$ cat src/rtl/ex_pkg.sv
// ex_pkg: shared types and helpers for the EX-stage divider.
//   div_op_e    : RV32M divide/remainder operation encodings
//   div_state_e : divider FSM states
//   DIV_CNT_W   : iteration counter width for the default 32-bit datapath
//   cla8()      : one 8-bit carry-lookahead slice, returns {cout, sum}
package ex_pkg;

  typedef enum logic [1:0] {
    DIV  = 2'd0,
    DIVU = 2'd1,
    REM  = 2'd2,
    REMU = 2'd3
  } div_op_e;

  typedef enum logic [1:0] {
    IDLE = 2'd0,
    CALC = 2'd1,
    DONE = 2'd2
  } div_state_e;

  localparam int DIV_XLEN  = 32;
  localparam int DIV_CNT_W = $clog2(DIV_XLEN);

  // Each carry is the flattened lookahead sum g[i] | p[i]g[i-1] | ... | p[i..0]cin,
  // so no carry depends on the previous slice-internal carry.
  function automatic logic [8:0] cla8(input logic [7:0] x, input logic [7:0] y,
                                      input logic cin);
    logic [7:0] g;
    logic [7:0] p;
    logic [8:0] c;
    logic       acc;
    logic       pr;
    g    = x & y;
    p    = x ^ y;
    c    = '0;
    c[0] = cin;
    for (int i = 0; i < 8; i++) begin
      acc = g[i];
      pr  = p[i];
      for (int j = i - 1; j >= 0; j--) begin
        acc = acc | (pr & g[j]);
        pr  = pr & p[j];
      end
      acc      = acc | (pr & cin);
      c[i + 1] = acc;
    end
    return {c[8], p ^ c[7:0]};
  endfunction

endpackage

$ cat src/rtl/addsub_cla.sv
// addsub_cla: XLEN-bit adder/subtractor built from a chain of 8-bit CLA slices.
//   i_x, i_y : operands
//   i_sub    : 1 = i_x - i_y (computed as i_x + ~i_y + 1), 0 = i_x + i_y
//   o_sum    : result, modulo 2^XLEN
//   o_cout   : carry out of the top slice (for subtraction: 1 = no borrow)
module addsub_cla
  import ex_pkg::*;
#(
  parameter int XLEN = 32
) (
  input  logic [XLEN-1:0] i_x,
  input  logic [XLEN-1:0] i_y,
  input  logic            i_sub,
  output logic [XLEN-1:0] o_sum,
  output logic            o_cout
);

  localparam int NSLICE = XLEN / 8;

  logic [XLEN-1:0] w_y;
  logic            w_carry;

  assign w_y = i_sub ? ~i_y : i_y;

  always_comb begin
    o_sum   = '0;
    w_carry = i_sub;
    for (int i = 0; i < NSLICE; i++) begin
      {w_carry, o_sum[i*8 +: 8]} = cla8(i_x[i*8 +: 8], w_y[i*8 +: 8], w_carry);
    end
    o_cout = w_carry;
  end

endmodule

$ cat src/rtl/ex_divider.sv
// ex_divider: iterative radix-2 restoring divide/remainder unit (DIV, DIVU, REM, REMU).
//   clk, rst : clock, asynchronous active-high reset
//   start    : launch request, sampled only in IDLE
//   flush    : abort; takes priority over start and suppresses valid
//   op       : 00 DIV, 01 DIVU, 10 REM, 11 REMU
//   a, b     : dividend, divisor
//   busy     : high while CALC or DONE (dropped immediately by flush)
//   valid    : one-cycle pulse in DONE, result is final
//   result   : quotient or remainder, held until the next valid
//
// state | meaning
// IDLE  | waiting for start; operand class decoded here
// CALC  | one quotient bit per cycle, counter counts XLEN-1 down to 0
// DONE  | sign correction, result presented with valid
module ex_divider
  import ex_pkg::*;
#(
  parameter int XLEN = 32
) (
  input  logic            clk,
  input  logic            rst,
  input  logic            start,
  input  logic            flush,
  input  logic [1:0]      op,
  input  logic [XLEN-1:0] a,
  input  logic [XLEN-1:0] b,
  output logic            busy,
  output logic            valid,
  output logic [XLEN-1:0] result
);

  localparam int              CNT_W   = $clog2(XLEN);
  localparam logic [XLEN-1:0] MIN_NEG = {1'b1, {(XLEN-1){1'b0}}};

  div_state_e      r_state;
  div_op_e         r_op;
  logic [XLEN-1:0] r_rem;
  logic [XLEN-1:0] r_quo;
  logic [XLEN-1:0] r_div;
  logic [XLEN-1:0] r_result;
  logic            r_neg_q;
  logic            r_neg_r;
  logic [CNT_W-1:0] r_cnt;

  logic            w_is_signed;
  logic            w_a_neg;
  logic            w_b_neg;
  logic            w_b_zero;
  logic            w_ovf;
  logic [XLEN-1:0] w_rem_sh;
  logic            w_shout;
  logic            w_take;
  logic [XLEN-1:0] w_t_x;
  logic [XLEN-1:0] w_t_y;
  logic [XLEN-1:0] w_t_sum;
  logic            w_t_cout;
  logic [XLEN-1:0] w_n_y;
  logic [XLEN-1:0] w_n_sum;
  logic            w_n_cout;
  logic            w_is_rem;
  logic [XLEN-1:0] w_fin_sel;
  logic            w_fin_neg;
  logic [XLEN-1:0] w_fin;
  logic            w_done;

  assign w_is_signed = (op == DIV) || (op == REM);
  assign w_a_neg     = w_is_signed & a[XLEN-1];
  assign w_b_neg     = w_is_signed & b[XLEN-1];
  assign w_ovf       = w_is_signed & (a == MIN_NEG) & (b == '1);

  // The bit shifted out of the remainder is the (XLEN+1)th bit of the trial
  // minuend; when set, the subtraction cannot borrow.
  assign w_rem_sh = {r_rem[XLEN-2:0], r_quo[XLEN-1]};
  assign w_shout  = r_rem[XLEN-1];
  assign w_take   = w_shout | w_t_cout;

  // Trial subtractor; in IDLE it produces 0 - a for the dividend magnitude.
  assign w_t_x = (r_state == CALC) ? w_rem_sh : '0;
  assign w_t_y = (r_state == CALC) ? r_div    : a;

  addsub_cla #(.XLEN(XLEN)) u_trial (
    .i_x    (w_t_x),
    .i_y    (w_t_y),
    .i_sub  (1'b1),
    .o_sum  (w_t_sum),
    .o_cout (w_t_cout)
  );

  // Negator: 0 - b in IDLE (its carry out is set only when b is zero),
  // 0 - final value in DONE.
  assign w_is_rem  = (r_op == REM) || (r_op == REMU);
  assign w_fin_sel = w_is_rem ? r_rem   : r_quo;
  assign w_fin_neg = w_is_rem ? r_neg_r : r_neg_q;
  assign w_n_y     = (r_state == DONE) ? w_fin_sel : b;
  assign w_b_zero  = w_n_cout;

  addsub_cla #(.XLEN(XLEN)) u_neg (
    .i_x    ('0),
    .i_y    (w_n_y),
    .i_sub  (1'b1),
    .o_sum  (w_n_sum),
    .o_cout (w_n_cout)
  );

  assign w_fin  = w_fin_neg ? w_n_sum : w_fin_sel;
  assign w_done = (r_state == DONE) & ~flush;

  assign busy   = (r_state != IDLE) & ~flush;
  assign valid  = w_done;
  assign result = w_done ? w_fin : r_result;

  always_ff @(posedge clk or posedge rst) begin
    if (rst) begin
      r_state  <= IDLE;
      r_op     <= DIV;
      r_rem    <= '0;
      r_quo    <= '0;
      r_div    <= '0;
      r_result <= '0;
      r_neg_q  <= 1'b0;
      r_neg_r  <= 1'b0;
      r_cnt    <= '0;
    end else begin
      case (r_state)
        IDLE: begin
          if (!flush && start) begin
            r_op  <= div_op_e'(op);
            r_div <= b;
            if (w_b_zero) begin
              r_quo   <= '1;
              r_rem   <= a;
              r_neg_q <= 1'b0;
              r_neg_r <= 1'b0;
              r_state <= DONE;
            end else if (w_ovf) begin
              r_quo   <= MIN_NEG;
              r_rem   <= '0;
              r_neg_q <= 1'b0;
              r_neg_r <= 1'b0;
              r_state <= DONE;
            end else begin
              r_quo   <= w_a_neg ? w_t_sum : a;
              r_div   <= w_b_neg ? w_n_sum : b;
              r_rem   <= '0;
              r_neg_q <= w_a_neg ^ w_b_neg;
              r_neg_r <= w_a_neg;
              r_cnt   <= CNT_W'(XLEN - 1);
              r_state <= CALC;
            end
          end
        end
        CALC: begin
          if (flush) begin
            r_state <= IDLE;
          end else begin
            r_rem <= w_take ? w_t_sum : w_rem_sh;
            r_quo <= {r_quo[XLEN-2:0], w_take};
            if (r_cnt == '0) begin
              r_state <= DONE;
            end else begin
              r_cnt <= r_cnt - 1'b1;
            end
          end
        end
        DONE: begin
          r_state <= IDLE;
          if (!flush) begin
            r_result <= w_fin;
          end
        end
        default: r_state <= IDLE;
      endcase
    end
  end

endmodule
$ cat config.mk
export PLATFORM = sky130hd
export DESIGN_NAME = ex_divider
export DESIGN_NICKNAME = d
export VERILOG_FILES = /design/src/rtl/ex_pkg.sv /design/src/rtl/addsub_cla.sv /design/src/rtl/ex_divider.sv
export SDC_FILE = /design/constraint.sdc
export NUM_CORES = 1
export LEC_CHECK = 0
export ABC_CLOCK_PERIOD_IN_PS = 7400
export BUFFER_PORTS_ARGS = -buffer_cell sky130_fd_sc_hd__buf_2
export CORE_MARGIN = 2
export CORE_UTILIZATION = 50
export CTS_BUF_LIST = sky130_fd_sc_hd__clkbuf_2 sky130_fd_sc_hd__clkbuf_4 sky130_fd_sc_hd__clkbuf_8
export DETAILED_ROUTE_END_ITERATION = 8
export GPL_TIMING_DRIVEN = 0
export PLACE_DENSITY_LB_ADDON = 0.15
export SLEW_MARGIN = 25
export SYNTH_ARGS = -nofsm -noshare
export SYNTH_HDL_FRONTEND = slang
export SYNTH_SLANG_ARGS = --single-unit
$ cat constraint.sdc
create_clock -name clk -period 7.4 [get_ports clk]
set_clock_uncertainty 0.15 [all_clocks]
set_input_delay 0.37 -clock clk [delete_from_list [all_inputs] [get_ports clk]]
set_output_delay 0.37 -clock clk [all_outputs]
set_load 0.03 [all_outputs]
==> results of run 1 <==
[worst min-delay path: cells and delay by family]
kind	cells	cell delay, ns
buf+inv	1	0.12
compound gates	2	0.14
[power breakdown]
part	internal, W	leakage, nW	switching, W
combinational	0.000506	3.54	0.000879
sequential	0.000932	1.72	0.000186
clock	0.000316	0.199	0.000365
total	0.00175	5.45	0.00143
[worst paths after layout]
check,start,endpoint
worst max-delay path,r_state[1],r_rem[3]
worst min-delay path,a[6],r_rem[6]
worst max register to register,r_state[1],r_rem[3]
worst min register to register,r_div[31],r_div[31]
max in group asynchronous,rst,r_result[16]
min in group asynchronous,rst,r_cnt[0]
[cells by family after synthesis]
logic type | share of synthesized area
and+or+nand+nor | 0.187
AOI/OAI and AO/OA | 0.205
muxes | 0.139
DFF | 0.332
buffers and inverters | 0.0478
xor gates and xnor gates | 0.0363
adders and majority gates | 0.0528
[state kept, by name, summed over array words and instances (netlist names)]
signal / count
r_cnt: 5
r_quo: 32
r_state: 2
r_div: 32
r_neg_q: 1
r_op: 1
r_rem: 32
r_neg_r: 1
r_result: 32
[what timing repair did]
action,in CTS,in global routing
hold endpoints to repair,71,0
setup buffers,0,0
hold buffers,5,0
[metal layers]
metal,vias up,routed length [µm],part of all wire
met5,-,0,0
met4,0,1600,0.039
met3,135,4950,0.12
met2,664,17700,0.44
met1,5052,16300,0.40
li1,4694,-,-
[synth_stat cells (9+ instances only)]
cell      number
nand2_1      146
dfrtp_1      138
nor2_1       105
mux2i_1      104
o21ai_0       96
a21oi_1       87
clkbuf_1      50
ha_1          39
and2_1        35
a31oi_1       31
inv_1         31
mux2_2        28
xnor2_1       26
a22oi_1       24
nand3_1       20
o211ai_1      17
o21ai_1       17
xor2_1        17
or3_1         16
and3_1        14
nand4_1       14
nor3_1        13
buf_2         10
a21o_1         9
a221oi_1       9
nor4_1         9
o21a_1         9
[stage by stage]
step | hold WS [ns] | total power, W | area (µm²) | setup WS (ns)
2_1_floorplan | 0.288 | 0.00196 | 10400 | 2.97
3_3_place_gp | 0.301 | 0.00243 | 11200 | 1.27
3_5_place_dp | 0.317 | 0.00244 | 11300 | 1.30
4_1_cts | 0.0100 | 0.00312 | 11700 | 1.26
5_1_grt | 0.0318 | 0.00332 | 11700 | 0.844
6_report | 0.0159 | 0.00318 | 11700 | 0.991
[layout by cell type, fill, tap and decap left out, types with 20 or more instances in the layout]
cell type / synthesis / final
and2_1: 35 / 35
dfrtp_1: 138 / 138
a31oi_1: 31 / 31
mux2_2: 28 / 28
ha_1: 39 / 39
o21ai_0: 96 / 96
clkbuf_1: 50 / 50
inv_1: 31 / 30
xnor2_1: 26 / 26
nand2_1: 146 / 146
nor2_1: 105 / 105
nand3_1: 20 / 20
mux2i_1: 104 / 104
a22oi_1: 24 / 24
a21oi_1: 87 / 87
buf_2: 10 / 113
[cell type report]
class | count | area (µm²)
inverters | 31 | 124
repair buffers | 109 | 593
clock buffers | 18 | 248
clock inverters | 14 | 160
well taps | 270 | 338
fillers | 1951 | 8560
multi-input cells | 979 | 6440
flip-flops and latches | 138 | 3450
plain buffers | 79 | 380
==> impl_metrics.toml, run 1 <==
[floorplanning]
die_w_um = 148
core_um2 = 20300
ioPinCount = 104
fp-row-count = 52
die-area_um2 = 21900
chipHeight_um = 148
start_util = 0.512

[critical_path]
worst-path-buf-inv = 4
crit_path_start_kind = "flip-flop"
critical_path_cell_count = 16
crit_fanout = 10
crit_type = "reg -> reg"
cpPeakStageDelay_ns = 0.76
path_cells = "nand2b_1 -> clkbuf_1 -> clkbuf_1 -> buf_1 -> mux2i_1 -> ha_1 -> and3_1 -> a221o_1 -> a31oi_1 -> o21ai_0 -> or3_1 -> o211a_1 -> nor2_2 -> buf_2 -> a211oi_1 -> a211oi_1"
arrival_ns = 6.65
r2r_slack_ns = 0.99
cpLargestDelayFamily = "buffers and inverters"
crit_path_end_kind = "flip-flop"
reg2regPathDepth = 16
critPathSlowestCell = "buf_1"
critPathRequiredTime_ns = 7.64

[global_route]
grt_pass1_vias = 10272
grt.busiest_layer = "met2"
grt_max_degree = 72
grt_use_met2 = 0.575
antenna_found_initial = 0
overflow = 0
grt_pass1_wl_mm = 60.7
grtUsageTotal = 0.373
gr-usage-met3 = 0.118
met1_usage = 0.490

[clocking]
cts_tree = "yes"
cts.repair.resized = 0
path_clk_slew_ns = 0.10
clk_path_buf_depth = 2
cts_sinks = 138
numCtsBuffers = 17
h-tree-depth = 4
cts_root_buf = "clkbuf_8"
clock_latency_ns = 0.50

[drt]
dr.first_iter.drc_count = 1254
num_vias = 10545
wl_per_cell_um = 24.8
drtPass1Iterations = 8
final_antenna_net_count = 0
wl_mm = 40.6
drc = 0
via_per_inst = 6.44

[logic_synthesis]
avgSynthCellArea_um2 = 8.46
yosysTopAreaCell = "dfrtp_1"
synth_edf_count = 0
synth_warnings = 0
async_reset_ff_frac = 1.00
synth_seq_area_share = 0.332
yosysTopAreaCellShare = 0.332
yosysUniqueCellTypes = 66
synth_seq_cells = 138
ys.flop_type = "dfrtp_1"
synth_area_leaders = "dfrtp_1 (33%), mux2i_1 (10%), nand2_1 (5.3%), ha_1 (4.7%), o21ai_0 (4.6%)"
syn-num-nets = 1339
synthCells = 1227
netlist_area_um2 = 10400

[run]
max-cap-violations = 0

[sta]
fin_crit_sh = 0.866
setup_viol = 0
worst_pin_slew_ns = 1.11
rsz0062_at_grt = "no"
fin_tns_setup_ns = 0
drv_slew = 0
fmax_ghz = 0.156
finalCriticalPeriod_ns = 6.41
relSlewSlack = 0.256
hold_viol = 0

[power_and_ir_drop]
vdd_ir_drop_max_mv = 0.124
p_leak_nw = 5.45
power_density_nw_per_um2 = 271

[hold_path]
hp-class = "in -> reg"
min_path_cells = 3

[layout]
diodes = 0
finalNetCount = 1467
finalNonFillerCells = 1638
area_growth_pct = 13.0
drive_above_1_share = 0.151
utilization = 0.578

[run_status]
status = "completed"

[placement]
gp_congestion = 0.984
dp_hpwl_mm = 30.4
io_buffers = 103
dpl.cell_count = 1601
(Power assumes the default switching activity.)
==> run 2: changes to the inputs <==
--- a/config.mk
+++ b/config.mk
@@ -13,6 +13,7 @@
 export DETAILED_ROUTE_END_ITERATION = 8
 export GPL_TIMING_DRIVEN = 0
 export PLACE_DENSITY_LB_ADDON = 0.15
+export RECOVER_POWER = 50
 export SLEW_MARGIN = 25
 export SYNTH_ARGS = -nofsm -noshare
 export SYNTH_HDL_FRONTEND = slang
==> run 2 against run 1 <==
Final cell count did not move. Critical endpoint is now r_quo[25]. Critical path depth rose by 1. Critical path type unchanged. The run now ends with capacitance limit, slew limit left. Highest routed layer unchanged. Setup slack got worse by 0.092 ns. Combinational power barely moved. Routed wire length barely moved. Clock power barely moved. Flip-flop and latch count did not move. Global-route usage did not move. Sequential power barely moved.
==> impl_metrics.toml, run 2 (synthesis gave the netlist of run 1 again) <==
[run_status]
status = "finished with violations"
failed_checks = "capacitance limit, slew limit"

[floorplanning]
start_util = 0.512
ioPinCount = 104
chipHeight_um = 148
core_um2 = 20300
die_w_um = 148
fp-row-count = 52
die-area_um2 = 21900

[critical_path]
reg2regPathDepth = 17
timing.rr.start = "r_state[1]"
crit_path_end_kind = "flip-flop"
crit_type = "reg -> reg"
cpPeakStageDelay_ns = 0.75
path_cells = "nand2b_1 -> clkbuf_1 -> clkbuf_1 -> buf_1 -> mux2i_1 -> ha_1 -> and3_1 -> a221o_1 -> a31oi_1 -> nand2_1 -> or2_2 -> fa_1 -> xor2_1 -> nor2_1 -> o311ai_0 -> o21ai_0 -> a21oi_1"
reg2reg_to = "r_quo[25]"
crit_fanout = 10
path_common_cell = "clkbuf_1"
r2r_slack_ns = 0.90
arrival_ns = 6.77
critPathSlowestCell = "buf_1"
crit_path_start_kind = "flip-flop"
critPathRequiredTime_ns = 7.67

[drt]
dr.first_iter.drc_count = 1261
wl_mm = 40.6
drtPass1Iterations = 6
wl_per_cell_um = 24.8
drc = 0
num_vias = 10556
via_per_inst = 6.44
final_antenna_net_count = 0

[layout]
drive_above_1_share = 0.145
final_cell_area_um2 = 11700
final_cell_mix = "nand2_1 (146), dfrtp_1 (138), buf_2 (111)"
fill_cells = 1963
mostFrequentLayoutCell = "nand2_1"
finalNetCount = 1467
area_growth_pct = 12.6
diodes = 0

[sta]
fin_crit_sh = 0.879
hold_viol = 0
setup_viol = 0
relSlewSlack = -1.23
drv_slew = 68
worst_pin_slew_ns = 3.32
rsz0062_at_grt = "no"
fin_tns_setup_ns = 0
finalCriticalPeriod_ns = 6.50
fmax_ghz = 0.154

[placement]
io_buffers = 103
placed_cell_area_um2 = 11300
gp_congestion = 0.984
dp_hpwl_mm = 30.4

[global_route]
grt_pass1_vias = 10272
grt_max_degree = 72
overflow = 0
grt_pass1_wl_mm = 60.7
antenna_found_initial = 0
grtUsageTotal = 0.373
grt_use_met2 = 0.575
grt.busiest_layer = "met2"
met1_usage = 0.490
gr-usage-met3 = 0.118

[clocking]
path_clk_slew_ns = 0.10
post_cts.repair.setup_buffers = 0
cts_sinks = 138
clock_latency_ns = 0.50
numCtsBuffers = 17
clk_path_buf_depth = 2
cts_tree = "yes"
h-tree-depth = 4
cts_root_buf = "clkbuf_8"

[run]
max-cap-violations = 1

[power_and_ir_drop]
vdd_ir_drop_max_mv = 0.123
power_density_nw_per_um2 = 272
p_leak_nw = 5.41

[hold_path]
min_path_cells = 3
hp-class = "in -> reg"
holdCritStartpoint = "a[6]"
whs_endpoint = "r_rem[6]"
-- run 2: cell count changes in the layout (fill, tap and decap cells not counted) --
cell / change
clkbuf_1: +6
buf_2: -2
buf_4: -2
buf_6: -2
and2_0: +1
and2_1: -1
clkinvlp_2: +1
inv_8: -1
mux2_1: +1
mux2_2: -1
nor3_1: +1
nor3_4: -1
-- run 2: power breakdown --
part           switching [W]  internal [W]
combinational       0.000877      0.000502
clock               0.000363      0.000316
sequential          0.000186      0.000932
total                0.00143       0.00175
-- run 2: cell type report --
| class | instances | area [µm²] | area share |
|---|---|---|---|
| plain buffers | 79 | 357 | 0.0305 |
| clock buffers | 18 | 248 | 0.0212 |
| clock inverters | 14 | 160 | 0.0137 |
| inverters | 31 | 118 | 0.0101 |
| multi-input cells | 979 | 6430 | 0.550 |
| flip-flops and latches | 138 | 3450 | 0.295 |
| well taps | 270 | 338 | 0.0289 |
| repair buffers | 109 | 592 | 0.0506 |
-- run 2: worst max path at each step --
| stage | end | start | cells past startpoint |
|---|---|---|---|
| 4_1_cts | r_rem[3] | r_state[1] | 16 |
| 6_report | r_quo[25] | r_state[1] | 17 |
| 3_5_place_dp | r_rem[3] | r_state[1] | 16 |
| 5_1_grt | r_quo[25] | r_state[1] | 17 |
| 3_3_place_gp | r_rem[3] | r_state[1] | 16 |
| 2_1_floorplan | r_quo[25] | r_state[1] | 17 |
-- run 2: routing by layer --
layer | vias up | share of wire
met4 | 0 | 0.040
met2 | 676 | 0.43
met5 | - | 0
met1 | 5055 | 0.40
li1 | 4691 | -
met3 | 134 | 0.13
-- run 2: critical path: cells and delay by family, from the launching register on --
kind	cells	cell delay [ns]
mux	1	0.29
simple gates	5	0.86
xor+xnor	1	0.22
buf+inv	3	1.99
compound gates	5	1.71
fa+ha+maj	2	0.75
flops	1	0.46
-- run 2: what timing repair did --
item,4_1_cts,5_1_grt
endpoints found under the hold margin,71,0
gates resized for setup,0,0
hold buffers,5,0
setup endpoints to repair,0,0
-- run 2: stage by stage --
step           utilization  instances  setup WS (ns)  power (W)  hold slack [ns]
4_1_cts              0.578       1638           1.26    0.00312           0.0100
5_1_grt              0.576       1638          0.844    0.00332           0.0318
3_5_place_dp         0.556       1601           1.30    0.00244            0.317
3_3_place_gp         0.554       1600           1.27    0.00243            0.301
6_report             0.576       1638          0.899    0.00318           0.0136
2_1_floorplan            -       1227           2.97    0.00196            0.288
